**src/rtl/boundary_flit_rx_if.sv**
```systemverilog
// Router-facing handshake of the boundary receiver: head flit, valid and ready.
interface boundary_flit_rx_if #(
  parameter int FLIT_W = 144
);
  logic [FLIT_W-1:0] flit_co;
  logic              flit_valid;
  logic              flit_ready;

  modport master (output flit_co, output flit_valid, input flit_ready);
  modport slave  (input flit_co, input flit_valid, output flit_ready);
endinterface

```
**src/rtl/boundary_flit_rx.sv**
```systemverilog
// Receive end of a clock-boundary ring link: a small FIFO that presents flits
// to the router over valid/ready and returns one credit upstream per drained flit.
module boundary_flit_rx #(
  parameter int FLIT_W    = 144,
  parameter int VALID_BIT = 143,
  parameter int DEPTH     = 4,
  parameter int CNT_W     = $clog2(DEPTH + 1)
) (
  input  logic                 clk,
  input  logic                 rst,
  input  logic [FLIT_W-1:0]    port0_ci,
  boundary_flit_rx_if.master   rx,
  output logic                 credit_co,
  output logic [CNT_W-1:0]     occupancy,
  output logic                 overflow_err
);

  localparam int PTR_W = (DEPTH > 1) ? $clog2(DEPTH) : 1;

  logic [FLIT_W-1:0] mem [DEPTH];
  logic [PTR_W-1:0]  wr_ptr;
  logic [PTR_W-1:0]  rd_ptr;
  logic              push_req;
  logic              empty;
  logic              full;
  logic              pop;
  logic              push;

  // Occupancy is the single authority for full/empty, so pointers roll freely.
  always_comb begin
    push_req = port0_ci[VALID_BIT];
    empty    = (occupancy == '0);
    full     = (occupancy == CNT_W'(DEPTH));
    pop      = !empty && rx.flit_ready;
    push     = push_req && (!full || pop);
  end

  assign rx.flit_valid = !empty;
  assign rx.flit_co    = empty ? '0 : mem[rd_ptr];

  always_ff @(posedge clk) begin
    if (push) begin
      mem[wr_ptr] <= port0_ci;
    end
  end

  always_ff @(posedge clk or negedge rst) begin
    if (!rst) begin
      wr_ptr       <= '0;
      rd_ptr       <= '0;
      occupancy    <= '0;
      credit_co    <= 1'b0;
      overflow_err <= 1'b0;
    end else begin
      credit_co <= pop;
      if (push) begin
        wr_ptr <= wr_ptr + PTR_W'(1);
      end
      if (pop) begin
        rd_ptr <= rd_ptr + PTR_W'(1);
      end
      case ({push, pop})
        2'b10:   occupancy <= occupancy + CNT_W'(1);
        2'b01:   occupancy <= occupancy - CNT_W'(1);
        default: occupancy <= occupancy;
      endcase
      if (push_req && full && !pop) begin
        overflow_err <= 1'b1;
      end
    end
  end

endmodule

```
**src/flat_wrapper.sv**
```systemverilog
// flat-port wrapper written by rule: the top's interface ports become plain ports
module boundary_flit_rx_flat 
#(
  parameter int FLIT_W    = 144,
  parameter int VALID_BIT = 143,
  parameter int DEPTH     = 4,
  parameter int CNT_W     = $clog2(DEPTH + 1)
)
  (clk, rst, port0_ci, credit_co, occupancy, overflow_err, rx_flit_co, rx_flit_valid, rx_flit_ready);
  boundary_flit_rx_if #(.FLIT_W(FLIT_W)) rx_i ();
  input  logic clk;
  input  logic rst;
  input  logic [FLIT_W-1:0] port0_ci;
  output logic credit_co;
  output logic [CNT_W-1:0] occupancy;
  output logic overflow_err;
  output wire logic [$bits(rx_i.flit_co)-1:0] rx_flit_co;
  output wire logic [$bits(rx_i.flit_valid)-1:0] rx_flit_valid;
  input wire logic [$bits(rx_i.flit_ready)-1:0] rx_flit_ready;
  assign rx_flit_co = rx_i.flit_co;
  assign rx_flit_valid = rx_i.flit_valid;
  assign rx_i.flit_ready = rx_flit_ready;
  boundary_flit_rx #(.FLIT_W(FLIT_W), .VALID_BIT(VALID_BIT), .DEPTH(DEPTH), .CNT_W(CNT_W)) u_core (.clk(clk), .rst(rst), .port0_ci(port0_ci), .rx(rx_i), .credit_co(credit_co), .occupancy(occupancy), .overflow_err(overflow_err));
endmodule
```
**config.mk**
```make
export PLATFORM = sky130hd
export DESIGN_NAME = boundary_flit_rx_flat
export DESIGN_NICKNAME = d
export VERILOG_FILES = /design/src/rtl/boundary_flit_rx_if.sv /design/src/rtl/boundary_flit_rx.sv /design/src/flat_wrapper.sv
export SDC_FILE = /design/constraint.sdc
export NUM_CORES = 1
export LEC_CHECK = 0
export BUFFER_PORTS_ARGS = -buffer_cell sky130_fd_sc_hd__buf_2
export CAP_MARGIN = 20
export CORE_ASPECT_RATIO = 0.9
export CORE_MARGIN = 2
export CORE_UTILIZATION = 50
export CTS_BUF_LIST = sky130_fd_sc_hd__clkbuf_2
export DETAILED_ROUTE_END_ITERATION = 8
export PLACE_DENSITY = 0.71
export SLEW_MARGIN = 20
export SYNTH_ARGS = -nofsm -noshare
export SYNTH_HDL_FRONTEND = slang
export SYNTH_SLANG_ARGS = --single-unit
```
**constraint.sdc**
```tcl
create_clock -name clk -period 11.89 [get_ports clk]
set_input_delay 2.378 -clock clk [delete_from_list [all_inputs] [get_ports clk]]
set_output_delay 2.378 -clock clk [all_outputs]
set_load 0.005 [all_outputs]
```
## Word-level counts from Yosys, hierarchy flattened

Memory sizes are Yosys's and may differ from the RTL's.
Index checks and enable logic that the tools add are counted.
W data, S select, Z words.

- Memory bits (writable): 576
- Logic and storage cells: 27
- Memories: 1
- Register bits after elaboration: 9
- Bits of input ports: 147

Memories:

| name | depth | width | rd ports | clocked after memory_dff | wr ports | line | RTL |
|---|---|---|---|---|---|---|---|
| u_core.mem | 4 | 144 | 1 | 0 | 1 | boundary_flit_rx.sv:20 | `logic [FLIT_W-1:0] mem [DEPTH];` |

- Reduce and logical (&&, ||, !) cells: 10
- Add/subtract/negate cells: 4
- Muxes and demuxes: 4
- Equality and inequality tests: 3

Operators with widths:

| cell | number |
|---|---|
| $mux W144 | 1 |
| $pmux W3 S2 | 1 |
| $add A2 B1 Y2 const B | 2 |
| $logic_and A1 B1 Y1 | 4 |
| $add A3 B1 Y3 const B | 1 |
| $eq A3 B3 Y1 const B | 1 |
| $logic_not A1 Y1 | 3 |
| $logic_not A3 Y1 | 1 |
| $sub A3 B1 Y3 const B | 1 |
| $eq A2 B1 Y1 const B | 1 |
| $eq A2 B2 Y1 const B | 1 |
| $mux W1 | 2 |
| $reduce_bool A2 Y1 | 1 |
| $logic_or A1 B1 Y1 | 1 |

## Longest topological paths before layout

- Depth after elaboration: 7
- Gate-level depth with buffers: 9
- Depth with buffers taken out: 9

## Worst setup path after synthesis

No wires, ideal clock.

- Path kind: input port to flip-flop
- From: input port rx_flit_ready
- To: memory u_core.mem[0][0] (enable)
- Setup time: 0.521 ns
- Path slack: 5.286 ns
- Required time: 11.369 ns
- Arrival: 6.083 ns
- Cell stages on the path: 3
- Path buffers: 0
- Cells stage by stage: nor4b_1 -> nor2b_1 -> and2_1

- Cells in the longest elaborated chain, start to end: 5

RTL lines:

| what | line | RTL |
|---|---|---|
| from (decl) | flat_wrapper.sv:19 | `input wire logic [$bits(rx_i.flit_ready)-1:0] rx_flit_ready;` |
| $logic_and A1 B1 Y1 | boundary_flit_rx.sv:34 | `pop = !empty && rx.flit_ready;` |
| $logic_or A1 B1 Y1 | boundary_flit_rx.sv:35 | `push = push_req && (!full \|\| pop);` |
| $logic_and A1 B1 Y1 | boundary_flit_rx.sv:35 |  |
| $mux W1 | boundary_flit_rx.sv:42 | `if (push) begin` |
| $mux W1 (not written as such) | boundary_flit_rx.sv:43 | `mem[wr_ptr] <= port0_ci;` |
| to (decl) | boundary_flit_rx.sv:20 |  |

Every way passes these cells.

## Final worst setup path

- From: register u_core.rd_ptr[1]
- To: output port rx_flit_co[134]

- Cells in the longest elaborated chain, start to end: 2

RTL lines:

| what | line | RTL |
|---|---|---|
| from (decl) | boundary_flit_rx.sv:22 | `logic [PTR_W-1:0] rd_ptr;` |
| from (signal assigned) | boundary_flit_rx.sv:60 | `rd_ptr <= rd_ptr + PTR_W'(1);` |
| $mem_v2 Z4 W144 | - |  |
| $mux W144 | boundary_flit_rx.sv:39 | `assign rx.flit_co = empty ? '0 : mem[rd_ptr];` |
| to (decl) | flat_wrapper.sv:17 | `output wire logic [$bits(rx_i.flit_co)-1:0] rx_flit_co;` |

Every way passes these cells.

==> results.txt <==
Status - finished clean
Setup Buffers After CTS - 0
FP Rows - 73
Core area - 0.0441 sq mm
Post-route ant nets - 0
Via count - 10,800
Yosys top cell by area - edfxtp_1
CTS Buffer Depth - 3
VDD IR max - 0.121 mV
WP data arrival - 4.21 ns
Placed Cells - 1,815
Gate count after technology mapping - 953
Power Density - 240 mW/mm^2
RSZ-0062 raised after global routing - false
HP Start - u_core.overflow_err
Count leader, synth - edfxtp_1
Post-synth ARST share - 1.54%
Die width - 227 microns
Total power - 6.13 mW
Net Count, Synth - 1,106
GRT overflow - 0
Gpl congestion - 0.700
Post-CTS Hold Fix Bufs - 0
Cell Area, Placed - 0.0243 sq mm
R2R Path End - u_core.mem[0][65]
Syn Area/Cell - 23.4 sq um
Final min period - 6.59 ns
Fin util - 57.9%
CP cell instances - buf_4 > buf_4 > mux4_2 > and2_1 > buf_2
Hold WS - 0.487 ns
Seq/Total Area, Yosys - 78.5%
PostCTS Resize Cnt - 0
Final HPWL DP - 24,700 microns
1st-iter DRT viols - 610
Slew Limit Fails - 0
CP most frequent cell - buf_4
CP required - 9.51 ns
Via-per-instance ratio - 5.23
Main area contributors after synthesis - edfxtp_1, mux4_2, and2_1, dfrtp_1, buf_12
Worst slew pin tran - 1.03 ns
CP bufs+invs - 3
Delay-heaviest family, CP - buffers and inverters
Slowest-stage cell, CP - dfrtp_4
Final net count - 1,516
# IOs - 297
Finished Layout Cells - 2,069
Post-Route WL - 43,900 microns
Global-route wire length before repair - 66,000 microns
Period Utilization, post-route - 55.4%
Final instance area - 0.0255 sq mm
Starting Density - 50.6%
CP startpoint kind - flop
Buffers on Ports - 296
Lkg Pwr - 9.02 nW
# fillers - 3,375
Fin. Hold Viols - 0
Worst-Skew Late Latency - 1.09 ns
Reg clk slew, reported paths - 0.09 ns
Clk sinks - 585
Synth Cell Area - 0.0223 sq mm
Upper clock frequency limit - 0.152 GHz
Antenna violations before repair - 13
Worst hold path type - reg -> reg
Routed WL per cell - 21.2 microns
Clk_skew - 0.0858 ns
Cts bufs inserted - 146
Primary FF master, synth - edfxtp_1
Rel. slew slack - 31.4%
Clk root buf - clkbuf_2
Pre-CTS setup slack - 6.18 ns
Syn. warnings - 0
EDFF count, synth - 576
Final worst slack - 5.30 ns
Yosys reg bits - 585
Worst flop-to-flop path startpoint - u_core.occupancy[2]
Die footprint - 0.0463 sq mm
Commonest cells in the netlist - edfxtp_1, and2_1, mux4_2
Setup TNS - 0 ns
Worst R2R Setup Slack - 8.28 ns
Critical path endpoint category - output pin
Largest net degree at the start of global routing - 79
Synth cell types - 24
Hold Path Cell Cnt - 1
Layout area overhead - 14.5%
CP peak stage delay - 0.91 ns
R2R depth - 5
WHS Endpoint - u_core.overflow_err
WS Path Type - reg -> out
CTS tree - yes
CP max FO - 51
Final setup viols - 0
H-tree lvl count - 4
Yosys top cell area share - 77.5%
MaxCap Viol Count - 0
Drc violations - 0
GRT Overall Usage - 19.3%
Share of post-route cells with drive strength above 1 - 46.6%
Drt pass-1 iters - 7
Vias in the first global route - 11,900
Die Span Y - 204 microns
==> layout make-up <==
cell class	count	area [sq um]	share of cell area, %
Sequential cell	585	17500	68.6
Multi-Input combinational cell	314	4380	17.2
Tap cell	600	751	2.94
Timing Repair Buffer	310	1590	6.21
Inverter	6	22.5	0.0882
Clock inverter	40	220	0.862
Antenna cell	6	15.0	0.0588
Clock buffer	208	1040	4.07
==> cell families (layout without fill, tap and decap cells) <==
group	count (synthesis)	in the layout	share of synthesized area (%)
buf+inv	54	564	1.91
xor+xnor	6	6	0.236
fa+ha+maj	6	6	0.370
mux	145	145	14.6
simple gates	155	155	4.33
other cells	0	6	0
compound gates	2	2	0.0561
flops	585	585	78.5
==> sequential cells by signal, indices dropped and copies added, names as in the netlist <==
register	cells
u_core.occupancy	3
u_core.credit_co	1
u_core.mem	576
u_core.overflow_err	1
u_core.rd_ptr	2
u_core.wr_ptr	2
==> worst max-delay path by stage <==
stage                     startpoint  cells past startpoint  slack (ns)           endpoint
finish              u_core.rd_ptr[1]                      5        5.30    rx_flit_co[134]
global route        u_core.rd_ptr[1]                      5        4.91    rx_flit_co[134]
CTS                 u_core.rd_ptr[1]                      5        5.01    rx_flit_co[134]
detailed placement     rx_flit_ready                      6        6.18  u_core.mem[0][55]
global placement       rx_flit_ready                      6        6.24  u_core.mem[0][55]
floorplan              rx_flit_ready                      3        5.29   u_core.mem[0][0]
==> cells in the final DEF, fill, tap and decap left out, drive strengths merged, types with 2 or more instances in the layout <==
master    instances
and2            149
buf             310
dfrtp             9
bufinv            2
clkinvlp          2
xnor2             3
clkinv           33
diode             6
clkbuf          208
inv               9
xor2              3
edfxtp          576
ha                5
mux4            144
==> layer usage <==
layer	GRT usage, %	up-vias	routed length, microns
met2	31.1	373	21900
met1	23.3	5545	17000
li1	-	4826	-
met3	8.70	72	4200
met5	0	-	100
met4	6.56	14	747
==> power by group <==
group / switching (mW) / internal [mW]
logic: 1.01 / 1.01
registers: 0.131 / 2.71
clock network: 0.757 / 0.510
total: 1.90 / 4.23
No activity file was read; power rests on OpenSTA's default activity.
